==> src/rtl/reuleaux_pkg.sv <==
// Shared types and constants for the Reuleaux-triangle sequencer.
// ARC_GATE_EN selects outline-only arc gating; undefined draws full circles.
package reuleaux_pkg;

    typedef enum logic [2:0] {
        IDLE,
        CALC,
        RUN,
        GAP,
        DONE
    } state_t;

    // sqrt(3)/6 and sqrt(3)/3 scaled by 2^9
    localparam int K_SQRT3_6 = 148;
    localparam int K_SQRT3_3 = 296;

    localparam int SCREEN_W = 160;
    localparam int SCREEN_H = 120;

endpackage

==> src/rtl/reuleaux_vertices.sv <==
// Registered vertex calculator: turns centre and width into the three
// triangle vertices, captured when load is high.
module reuleaux_vertices
    import reuleaux_pkg::*;
#(
    parameter int FRAC_BITS = 9
) (
    input  logic       clk,
    input  logic       rst_n,
    input  logic       load,
    input  logic [7:0] cx,
    input  logic [7:0] cy,
    input  logic [7:0] d,
    output logic [7:0] v0_x,
    output logic [7:0] v0_y,
    output logic [7:0] v1_x,
    output logic [7:0] v1_y,
    output logic [7:0] v2_x,
    output logic [7:0] v2_y
);

    logic [16:0] prod_h1;
    logic [16:0] prod_h2;
    logic [9:0]  h1;
    logic [9:0]  h2;
    logic [9:0]  half_d;
    logic [9:0]  sum_v0_x;
    logic [9:0]  sum_v1_x;
    logic [9:0]  sum_v01_y;
    logic [9:0]  sum_v2_y;

    logic [7:0] v0_x_d, v0_y_d, v1_x_d, v1_y_d, v2_x_d, v2_y_d;
    logic [7:0] v0_x_q, v0_y_q, v1_x_q, v1_y_q, v2_x_q, v2_y_q;

    // Off-screen results simply wrap; the caller keeps the shape in range.
    always_comb begin
        prod_h1   = 17'(d) * 17'(K_SQRT3_6);
        prod_h2   = 17'(d) * 17'(K_SQRT3_3);
        h1        = 10'(prod_h1 >> FRAC_BITS);
        h2        = 10'(prod_h2 >> FRAC_BITS);
        half_d    = {3'b000, d[7:1]};
        sum_v0_x  = {2'b00, cx} + half_d;
        sum_v1_x  = {2'b00, cx} - half_d;
        sum_v01_y = {2'b00, cy} + h1;
        sum_v2_y  = {2'b00, cy} - h2;

        v0_x_d = v0_x_q;
        v0_y_d = v0_y_q;
        v1_x_d = v1_x_q;
        v1_y_d = v1_y_q;
        v2_x_d = v2_x_q;
        v2_y_d = v2_y_q;
        if (load) begin
            v0_x_d = 8'(sum_v0_x);
            v0_y_d = 8'(sum_v01_y);
            v1_x_d = 8'(sum_v1_x);
            v1_y_d = 8'(sum_v01_y);
            v2_x_d = cx;
            v2_y_d = 8'(sum_v2_y);
        end
    end

    always_ff @(posedge clk) begin
        if (!rst_n) begin
            v0_x_q <= '0;
            v0_y_q <= '0;
            v1_x_q <= '0;
            v1_y_q <= '0;
            v2_x_q <= '0;
            v2_y_q <= '0;
        end else begin
            v0_x_q <= v0_x_d;
            v0_y_q <= v0_y_d;
            v1_x_q <= v1_x_d;
            v1_y_q <= v1_y_d;
            v2_x_q <= v2_x_d;
            v2_y_q <= v2_y_d;
        end
    end

    assign v0_x = v0_x_q;
    assign v0_y = v0_y_q;
    assign v1_x = v1_x_q;
    assign v1_y = v1_y_q;
    assign v2_x = v2_x_q;
    assign v2_y = v2_y_q;

endmodule

==> src/rtl/reuleaux_seq.sv <==
// Runs the circle engine once per triangle vertex and forwards only outline
// pixels. Define ARC_GATE_EN for outline gating; otherwise full circles pass.
module reuleaux_seq
    import reuleaux_pkg::*;
#(
    parameter int GAP_CYCLES = 2,
    parameter int FRAC_BITS  = 9
) (
    input  logic       clk,
    input  logic       rst_n,
    input  logic       start,
    output logic       finished,
    input  logic [2:0] colour,
    input  logic [7:0] centre_x,
    input  logic [7:0] centre_y,
    input  logic [7:0] diameter,
    output logic       circ_start,
    output logic [7:0] circ_centre_x,
    output logic [7:0] circ_centre_y,
    output logic [7:0] circ_radius,
    input  logic       circ_finished,
    input  logic [7:0] circ_x,
    input  logic [6:0] circ_y,
    input  logic       circ_plot,
    output logic [7:0] vga_x,
    output logic [6:0] vga_y,
    output logic [2:0] vga_colour,
    output logic       vga_plot
);

    localparam int GAP_LAST = (GAP_CYCLES > 0) ? GAP_CYCLES - 1 : 0;

    state_t     state_q, state_d;
    logic [1:0] arc_q, arc_d;
    logic [7:0] gap_cnt_q, gap_cnt_d;
    logic [7:0] cx_q, cx_d;
    logic [7:0] cy_q, cy_d;
    logic [7:0] d_q, d_d;
    logic [2:0] colour_q, colour_d;

    logic [7:0] v0_x, v0_y, v1_x, v1_y, v2_x, v2_y;
    logic       in_arc;

    reuleaux_vertices #(
        .FRAC_BITS(FRAC_BITS)
    ) u_vertices (
        .clk  (clk),
        .rst_n(rst_n),
        .load (state_q == CALC),
        .cx   (cx_q),
        .cy   (cy_q),
        .d    (d_q),
        .v0_x (v0_x),
        .v0_y (v0_y),
        .v1_x (v1_x),
        .v1_y (v1_y),
        .v2_x (v2_x),
        .v2_y (v2_y)
    );

    always_comb begin
        state_d   = state_q;
        arc_d     = arc_q;
        gap_cnt_d = gap_cnt_q;
        cx_d      = cx_q;
        cy_d      = cy_q;
        d_d       = d_q;
        colour_d  = colour_q;
        case (state_q)
            IDLE: begin
                if (start) begin
                    cx_d     = centre_x;
                    cy_d     = centre_y;
                    d_d      = diameter;
                    colour_d = colour;
                    state_d  = CALC;
                end
            end
            CALC: begin
                arc_d   = 2'd0;
                state_d = RUN;
            end
            RUN: begin
                if (circ_finished) begin
                    gap_cnt_d = '0;
                    state_d   = (arc_q < 2'd2) ? GAP : DONE;
                end
            end
            // Engine must also drop its finished flag before the next run.
            GAP: begin
                if (gap_cnt_q < 8'(GAP_LAST)) begin
                    gap_cnt_d = gap_cnt_q + 8'd1;
                end
                if ((gap_cnt_q >= 8'(GAP_LAST)) && !circ_finished) begin
                    arc_d   = arc_q + 2'd1;
                    state_d = RUN;
                end
            end
            DONE: begin
                if (!start) begin
                    state_d = IDLE;
                end
            end
            default: state_d = IDLE;
        endcase
    end

    always_ff @(posedge clk) begin
        if (!rst_n) begin
            state_q   <= IDLE;
            arc_q     <= '0;
            gap_cnt_q <= '0;
            cx_q      <= '0;
            cy_q      <= '0;
            d_q       <= '0;
            colour_q  <= '0;
        end else begin
            state_q   <= state_d;
            arc_q     <= arc_d;
            gap_cnt_q <= gap_cnt_d;
            cx_q      <= cx_d;
            cy_q      <= cy_d;
            d_q       <= d_d;
            colour_q  <= colour_d;
        end
    end

    always_comb begin
        circ_centre_x = v1_x;
        circ_centre_y = v1_y;
        case (arc_q)
            2'd0: begin
                circ_centre_x = v2_x;
                circ_centre_y = v2_y;
            end
            2'd1: begin
                circ_centre_x = v0_x;
                circ_centre_y = v0_y;
            end
            default: ;
        endcase
    end

`ifdef ARC_GATE_EN
    // Boundary pixels belong to both neighbouring arcs; duplicates are fine.
    always_comb begin
        in_arc = 1'b0;
        case (arc_q)
            2'd0:    in_arc = ({1'b0, circ_y} >= v0_y);
            2'd1:    in_arc = (circ_x <= cx_q) && ({1'b0, circ_y} <= v0_y);
            default: in_arc = (circ_x >= cx_q) && ({1'b0, circ_y} <= v0_y);
        endcase
    end
`else
    assign in_arc = 1'b1;
`endif

    assign circ_start  = (state_q == RUN);
    assign finished    = (state_q == DONE);
    assign circ_radius = d_q;
    assign vga_x       = circ_x;
    assign vga_y       = circ_y;
    assign vga_colour  = colour_q;
    assign vga_plot    = circ_plot && (state_q == RUN) && in_arc;

endmodule

==> config.mk <==
export PLATFORM = sky130hd
export DESIGN_NAME = reuleaux_seq
export DESIGN_NICKNAME = d
export VERILOG_FILES = /design/src/rtl/reuleaux_pkg.sv /design/src/rtl/reuleaux_vertices.sv /design/src/rtl/reuleaux_seq.sv
export SDC_FILE = /design/constraint.sdc
export NUM_CORES = 1
export LEC_CHECK = 0
export BUFFER_PORTS_ARGS = -buffer_cell sky130_fd_sc_hd__buf_2
export CAP_MARGIN = 20
export CELL_PAD_IN_SITES_DETAIL_PLACEMENT = 1
export CELL_PAD_IN_SITES_GLOBAL_PLACEMENT = 1
export CORE_UTILIZATION = 41
export CTS_CLUSTER_DIAMETER = 120
export CTS_CLUSTER_SIZE = 28
export DETAILED_ROUTE_END_ITERATION = 7
export PLACE_DENSITY_LB_ADDON = 0.1
export SLEW_MARGIN = 15
export SYNTH_ARGS = -nofsm -noshare
export SYNTH_HDL_FRONTEND = slang
export SYNTH_SLANG_ARGS = --single-unit
==> constraint.sdc <==
create_clock -name clk -period 5.85 [get_ports clk]
set_input_delay 1.17 -clock clk [delete_from_list [all_inputs] [get_ports clk]]
set_output_delay 1.17 -clock clk [all_outputs]
set_load 0.005 [all_outputs]
After elaboration in Yosys (flattened, before gate mapping). Cells that the tools add are included.

Register bits: 80. Input bits: 47. Output and inout bits: 45. Word-level logic and storage cells: 57.

$add $sub $neg: 6. Multipliers: 2. Order comparisons: 3. Eq/ne operators: 10. Muxes and demuxes: 13. Reduce and logical (&&, ||, !) cells: 11.

Operator list (number): one-hot mux 8 bit (2 select lines) (2); multiplier 8 x 6 -> 14 bit (second input constant) (2); two-way mux 8 bit (3); adder 8 x 7 -> 8 bit (2); two-way mux 3 bit (5); one-hot mux 3 bit (5 select lines) (1); adder 8 x 1 -> 8 bit (second input constant) (1); >= comparator 8 x 1 -> 1 bit (second input constant) (1); less-than comparator 8 x 1 -> 1 bit (second input constant) (1); != test 2 bit (second input constant) (4); subtractor 8 x 7 -> 8 bit (1); subtractor 8 bit (1); equality test 3 x 2 -> 1 bit (second input constant) (2); one-hot mux 2 bit (2 select lines) (1); AND reduction 2 bit (2); AND reduction 4 bit (1); nonzero test 2 bit (2); equality test 3 x 1 -> 1 bit (second input constant) (1); equality test 3 bit (second input constant) (1); logical NOT 3 bit (1); AND reduction 3 bit (1); adder 2 x 1 -> 2 bit (second input constant) (1); equality test 2 x 1 -> 1 bit (second input constant) (1); logical AND 1 bit (2); 5 further kinds (5).

Depth between registers and ports, before layout. Gate-level depths: netlist of the first run.

Depth after elaboration: 4. Gate-level depth with buffers: 19. Gate-level depth less buffers: 19.

By module. Synthesis of the first run repeated with hierarchy kept, for this count alone.

Cell total of the unflattened synthesis: 647. Area, all modules: 5251.3 sq um.

Modules (own cells, without submodules): reuleaux_vertices (instances 1, cells an instance 374, area an instance 3146.8 sq um, seq. area each 780.7 sq um); reuleaux_seq (instances 1, cells an instance 273, area an instance 2104.5 sq um, seq. area each 800.8 sq um).

Least setup slack after synthesis of the first run. Ideal clock, no wire load.

Kind: reg-to-reg. Start point: reg d_q[7], in the netlist circ_radius[7]. End point: reg u_vertices.v2_y_q[7], in the netlist u_vertices.v2_y[7]. Library setup time: 62 ps. Arrival: 4126 ps. Required time: 5788 ps. Slack: 1662 ps. Stages on the path, launching flop included: 19. Path buffers: 0. Period minus slack after synthesis: 4188 ps. Path through: dfxtp_1 -> ha_1 -> ha_1 -> inv_1 -> fa_1 -> inv_1 -> ha_1 -> o21a_1 -> o21ai_1 -> o21bai_1 -> a21oi_1 -> nand2b_1 -> a211o_1 -> ha_1 -> or3_1 -> nor3_1 -> nor4_1 -> or4_1 -> nand3_1.

Cells in the longest elaborated chain, start to end: 2.

RTL lines: start: declaration (line reuleaux_seq.sv:38) `logic [7:0] d_q, d_d;`; start signal: assignment (line reuleaux_seq.sv:115) `d_q <= '0;`; start signal: assignment (line reuleaux_seq.sv:123) `d_q <= d_d;`; multiplier 8 x 6 -> 14 bit (line reuleaux_vertices.sv:38) `prod_h2 = 17'(d) * 17'(K_SQRT3_3);`; subtractor 8 bit (line reuleaux_vertices.sv:45) `sum_v2_y = {2'b00, cy} - h2;`; end signal: assignment (line reuleaux_vertices.sv:77) `v2_y_q <= v2_y_d;`; end: declaration (line reuleaux_vertices.sv:33) `logic [7:0] v0_x_q, v0_y_q, v1_x_q, v1_y_q, v2_x_q, v2_y_q;`.

No other way between the ends. A chain may end at the register's enable or synchronous reset.

Worst setup path in the final report of the first run.
Start point: reg d_q[6], in the netlist circ_radius[6]. End point: reg u_vertices.v2_y_q[7], in the netlist u_vertices.v2_y[7].

The elaborated chain is that of the path after synthesis.

==> flow_summary_export.csv, run 1 <==
group,metric,value,unit
run_status,status,"finished with violations",
run_status,violations,"design-rule violations",
sta,min_period,4771,ps
clock_tree,numCtsBuffers,9,
route,routedWlPerCell,16.87,µm
sta,post-route-period-util,0.8156,
floorplanning,die_w,112.1,µm
route,ant_nets,0,
power,pwr-share-clk,0.356,
clock_tree,cts_tree,"yes",
sta,tightest_slew,947.4,ps
layout,drive_gt1_frac,0.1498,
layout,area_growth,12.91,%
clock_tree,cts_setup_buffers,0,
power,seqPwrFrac,0.359,
clock_tree,cts_hold_repair.buffers,0,
sta,finalMaxSlewViolations,0,
grt,grt_pass1_wl,23050,µm
grt,grt.total_usage,0.2319,
yosys,ys_seq_elements,79,
route,vias,4336,
floorplanning,initial_core_util,0.4282,
place,dpl.cell_count,781,
clock_tree,cts.sinks,79,
yosys,synth_ff_type,"dfxtp_1",
yosys,syn-instance-count,615,
yosys,postSynth.asyncResetShare,0,
place,portBuffers,61,
route,firstDrtPassIters,6,
power,p_int,0.001201,W
clock_tree,path_clk_slew,70,ps
power,p_switching,0.0005895,W
layout,fin_util,0.4835,
worst_setup_path,crit_path_end_kind,"flip-flop",
yosys,synth_top_area_share,0.3180,
floorplanning,num_rows,39,
layout,nFillCells,1424,
sta,whs,453.3,ps
yosys,mappedNetlistArea,4974,µm²
worst_setup_path,start_kind,"flip-flop",
sta,hold_violations,0,
grt,overflow,0,
worst_setup_path,crit_fanout,7,
yosys,synth.area.top_cells,"dfxtp_1, ha_1, nand2_1, a21oi_1, inv_1",
yosys,synth.net_count,723,
clock_tree,ctsRootBufferMaster,"clkbuf_16",
worst_setup_path,arrival,5060,ps
place,hpwl,9892,µm
power,leakage,2.536,nW
yosys,yosys-top-cells-count,"nand2_1, dfxtp_1, a21oi_1",
route,drc,5,
yosys,yosysMostFrequentCell,"nand2_1",
clock_tree,htree_levels,3,
floorplanning,die_y,112.1,µm
clock_tree,clk_latency,350,ps
yosys,synthXorXnorAreaFrac,0.04226,
route,totalWireLength,13440,µm
layout,final_cells,797,
power,power_density,318.9,nW/µm²
sta,rsz0062_at_grt,"no",
grt,grt_pass1_vias,4680,
yosys,synth_enable_flop_cells,0,
grt,grt_start_max_net_pins,50,
floorplanning,core,11610,µm²
worst_hold_path,whs_path_depth,2,
yosys,seq_area_frac_synth,0.3180,
clock_tree,cts_buffer_depth,2,
power,p_sw_frac,0.3292,
worst_setup_path,r2r_cells,15,
yosys,synth_top_area_cell,"dfxtp_1",
layout,diodes,0,
sta,max_freq,209.6,MHz
yosys,avgSynthCellArea,8.087,µm²
layout,nets,757,
route,drt-vias-per-instance,5.440,
yosys,synth-simple-area-share,0.1922,
yosys,synth.area.mux_share,0.02642,
yosys,yosys_warnings,0,
sta,relSlewSlack,0.3684,
worst_hold_path,hold_path_class,"reg -> reg",
power,combPwrFrac,0.285,
yosys,synth_fa_ha_area_frac,0.1640,
worst_setup_path,crit_type,"reg -> reg",
sta,fin_tns_setup,0,ps
floorplanning,ios,92,
clock_tree,cts_resized,0,
route,drt_iter0_drc,188,
yosys,yosys.cell_types.count,60,
sta,clock_skew,8.335,ps
floorplanning,die-area,12580,µm²
worst_setup_path,worstPathRequired,6140,ps
power,vdd_drop_max,0.0001769,V
sta,setup_viol,0,
yosys,synth_top_family_by_area,"simple AND/OR/NAND/NOR gates",
grt,antenna_found_initial,0,
yosys,synth_compound_area_frac,0.1761,
flow_run,max_cap_viol_count,0,
place,gp_congestion,0.8525,
-- critical path, cell delays in order, from the launching register on --
cell,delay [ps]
dfxtp_1,490
ha_1,300
ha_1,300
fa_1,500
ha_1,270
a2111oi_0,520
o21bai_1,200
a31oi_1,310
inv_1,130
a211o_1,250
ha_1,200
or3_1,300
nor3_1,250
nor4_1,120
or4_1,480
nand3_1,110
-- worst paths after layout --
kind	start	to	slack, ps
max reg2reg	circ_radius[6]$_SDFFE_PN0P_	u_vertices.v2_y[7]$_SDFFE_PN0N_	1080
min	u_vertices.v2_y[4]$_SDFFE_PN0N_	u_vertices.v2_y[4]$_SDFFE_PN0N_	450
max	circ_radius[6]$_SDFFE_PN0P_	u_vertices.v2_y[7]$_SDFFE_PN0N_	1080
min reg2reg	u_vertices.v2_y[4]$_SDFFE_PN0N_	u_vertices.v2_y[4]$_SDFFE_PN0N_	450
-- power by group through the flow --
| stage | Sequential (W) | Combinational [W] | Clock [W] |
|---|---|---|---|
| after floorplan | 0.000634 | 0.000379 | 0 |
| after global placement | 0.000652 | 0.000490 | 0 |
| after detailed placement | 0.000656 | 0.000508 | 0 |
| after CTS | 0.000645 | 0.000516 | 0.000649 |
| after global routing | 0.000653 | 0.000574 | 0.000670 |
| final | 0.000643 | 0.000510 | 0.000637 |
-- cells by family (layout without fill, tap and decap cells) --
family                     count (synthesis)  count (layout)
adders and majority gates                 61              61
xor gates and xnor gates                  24              24
buffers and inverters                     90             129
AOI/OAI and AO/OA                        139             139
muxes                                     12              12
DFF                                       79              79
and+or+nand+nor                          210             210
-- layer usage --
layer / GRT usage / vias to the layer above / routed length (µm)
met5: 0 / - / 0
met4: 0.08356 / 0 / 238
li1: - / 2162 / -
met1: 0.2828 / 2080 / 6189
met3: 0.04158 / 19 / 458
met2: 0.4091 / 75 / 6557
-- layout make-up --
class                   count  area [µm²]  share of cell area
clock buffers              11       252.7             0.04501
well taps                 143       178.9             0.03186
multi-input cells         446        3003              0.5348
repair buffers             66       342.8             0.06105
flip-flops and latches     79        1582              0.2816
inverters                  47       176.4             0.03142
clock inverters             5       80.08             0.01426
-- per-stage QoR --
stage / instance area [µm²] / total power [W] / setup WS, ps
after floorplan: 4974 / 0.001013 / 1662
after global placement: 5283 / 0.001142 / 1426
after detailed placement: 5283 / 0.001165 / 1072
after CTS: 5615 / 0.001809 / 1059
after global routing: 5615 / 0.001897 / 664.0
final: 5615 / 0.001790 / 1079
-- registers in the layout (all words and copies together) (netlist names) --
register / cells
u_vertices.v0_x: 7
u_vertices.v2_x: 8
vga_colour: 3
state_q: 3
circ_radius: 8
cy_q: 8
gap_cnt_q: 8
cx_q: 8
arc_q: 2
u_vertices.v0_y: 8
u_vertices.v1_x: 8
u_vertices.v2_y: 8
-- placed cells by master (no fill, tap or decap), types with 3 or more instances in the layout --
cell,instances
fa_1,7
xor2_1,5
nor3b_1,3
a21oi_1,63
clkbuf_16,9
mux2i_1,3
buf_2,61
a31oi_1,5
nor2b_1,7
mux2_2,8
buf_4,5
inv_1,45
or3_1,6
nand2_1,111
nor3_1,8
o21bai_1,5
xnor2_1,19
dfxtp_1,79
a22oi_1,7
a21o_1,4
nand2b_1,6
and3_1,5
nand3_1,13
ha_1,54
nor2_1,35
o21ai_1,3
a211oi_1,15
o21ai_0,10
o21a_1,7
(Power assumes the default switching activity.)
==> inputs of run 2 (changes only) <==
==> constraint.sdc (replaced) <==
create_clock -name clk -period 4.7 [get_ports clk]
set_input_delay 0.94 -clock clk [delete_from_list [all_inputs] [get_ports clk]]
set_output_delay 0.94 -clock clk [all_outputs]
set_load 0.005 [all_outputs]
==> run 2 against run 1 <==
Against the previous run: the flow still finishes with violations (design-rule violations); sequential power grew 23%; critical path depth is 1 higher; clock power up 13%; final cell count rose by 0.63%; first-iteration DRC count down 7.4%; core utilization grew 0.29 points; critical endpoint unchanged; largest cell class unchanged; highest routed layer unchanged.
==> flow_summary_export.csv, run 2 (same netlist as run 1, synthesis figures left out) <==
group,metric,value,unit
run_status,status,"finished with violations",
run_status,violations,"design-rule violations",
worst_setup_path,arrival,4660,ps
floorplanning,die-area,12580,µm²
clock_tree,cts_hold_repair.buffers,0,
route,ant_nets,0,
clock_tree,numCtsBuffers,9,
power,p_sw_frac,0.3301,
sta,finalMaxSlewViolations,0,
layout,seqCellArea,1583,µm²
flow_run,max_cap_viol_count,0,
power,p_switching,0.0007110,W
route,drt-vias-per-instance,5.415,
clock_tree,cts_tree,"yes",
clock_tree,htree_levels,3,
worst_hold_path,hold_path_class,"reg -> reg",
grt,grt.total_usage,0.2264,
power,vdd_drop_max,0.0001926,V
sta,setup_viol,0,
power,pwr-share-clk,0.334,
power,p_int,0.001443,W
worst_setup_path,critPathTopFamily,"simple AND/OR/NAND/NOR gates",
floorplanning,initial_core_util,0.4282,
worst_setup_path,cpPeakStageDelay,470,ps
floorplanning,num_rows,39,
power,seqPwrFrac,0.368,
sta,hold_violations,0,
floorplanning,die_w,112.1,µm
worst_setup_path,cp_cell_sequence,"ha_1 > ha_1 > ha_1 > ha_1 > and4_1 > a2111oi_2 > o21bai_2 > a31oi_2 > inv_1 > a211o_1 > ha_1 > or3_1 > nor3_1 > nor4_1 > or4_1 > nand3_1",
sta,tightest_slew,765.0,ps
layout,final_cell_mix,"nand2_1, dfxtp_1, a21oi_1",
route,drc,5,
layout,layout_commonest_cell,"nand2_1",
floorplanning,ios,92,
sta,clock_skew,9.898,ps
grt,overflow,0,
place,hpwl,9744,µm
layout,fin_util,0.4864,
clock_tree,path_clk_slew,60,ps
sta,relSlewSlack,0.4893,
power,combPwrFrac,0.297,
layout,nets,763,
sta,min_period,4366,ps
clock_tree,cts.sinks,79,
worst_setup_path,critPathBufInv,1,
clock_tree,cts_resized,1,
layout,diodes,0,
floorplanning,die_y,112.1,µm
place,portBuffers,61,
place,gp_congestion,0.8500,
worst_setup_path,crit_path_frequent_cell,"ha_1",
sta,post-route-period-util,0.9290,
worst_setup_path,r2r_slack,330,ps
power,power_density,381.3,nW/µm²
route,totalWireLength,13170,µm
clock_tree,cts_buffer_depth,2,
grt,grt_start_max_net_pins,50,
layout,nFillCells,1443,
power,p_total,0.002154,W
worst_setup_path,crit_type,"reg -> reg",
worst_setup_path,crit_path_end_kind,"flip-flop",
floorplanning,core,11610,µm²
grt,antenna_found_initial,0,
worst_setup_path,worstPathRequired,5000,ps
clock_tree,clk_latency,350,ps
worst_setup_path,start_kind,"flip-flop",
layout,area_growth,13.58,%
grt,grt_pass1_vias,4487,
layout,multi_input_area,3024,µm²
grt,grt_pass1_wl,22330,µm
worst_setup_path,crit_fanout,7,
clock_tree,ctsRootBufferMaster,"clkbuf_16",
route,drt_iter0_drc,174,
route,vias,4343,
worst_setup_path,slowest_stage,"or4_1",
route,routedWlPerCell,16.42,µm
sta,max_freq,229.0,MHz
power,leakage,2.562,nW
layout,drive_gt1_frac,0.1624,
clock_tree,cts_setup_buffers,0,
route,firstDrtPassIters,6,
-- run 2: path summary, 6_finish.rpt --
check,start,end,cells past startpoint
max,circ_radius[5]$_SDFFE_PN0P_,u_vertices.v2_y[7]$_SDFFE_PN0N_,16
min,u_vertices.v0_y[4]$_SDFFE_PN0N_,u_vertices.v0_y[4]$_SDFFE_PN0N_,2
max reg2reg,circ_radius[5]$_SDFFE_PN0P_,u_vertices.v2_y[7]$_SDFFE_PN0N_,16
min reg2reg,u_vertices.v0_y[4]$_SDFFE_PN0N_,u_vertices.v0_y[4]$_SDFFE_PN0N_,2
-- run 2: tightest hold or removal path, cell delays in order (launching register included) --
cell	delay (ps)
dfxtp_1	300
nand2_1	50
a21oi_1	50
-- run 2: power by group through the flow --
stage	Clock (W)	Sequential (W)	Combinational (W)
floorplan	0	0.000789	0.000472
global placement	0	0.000804	0.000625
detailed placement	0	0.000808	0.000644
CTS	0.000740	0.000794	0.000648
global route	0.000770	0.000804	0.000725
finish	0.000720	0.000794	0.000641
-- run 2: layout make-up --
class,instances,area share
multi-input cells,446,0.5353
flip-flops and latches,79,0.2802
repair buffers,72,0.06866
clock buffers,12,0.04540
well taps,143,0.03167
inverters,47,0.03123
clock inverters,3,0.007530
-- run 2: per-stage QoR --
stage                     hold slack, ps  std cells  setup WS (ps)  TNS (ps)  area [µm²]
after CTS                          453.6        802          41.22         0        5628
after floorplan                    428.4        615          512.4         0        4974
final                              449.2        802          333.9         0        5649
after global routing               462.1        802         -14.06    -14.06        5649
after global placement             439.8        787          280.6         0        5328
after detailed placement           445.3        787          2.403         0        5328
-- run 2: per-layer routing --
metal | track usage | share of wire | vias up
met4 | 0.09067 | 0.017 | 0
li1 | - | - | 2167
met5 | 0 | 0 | -
met3 | 0.03726 | 0.032 | 15
met2 | 0.3880 | 0.47 | 80
met1 | 0.2836 | 0.48 | 2081
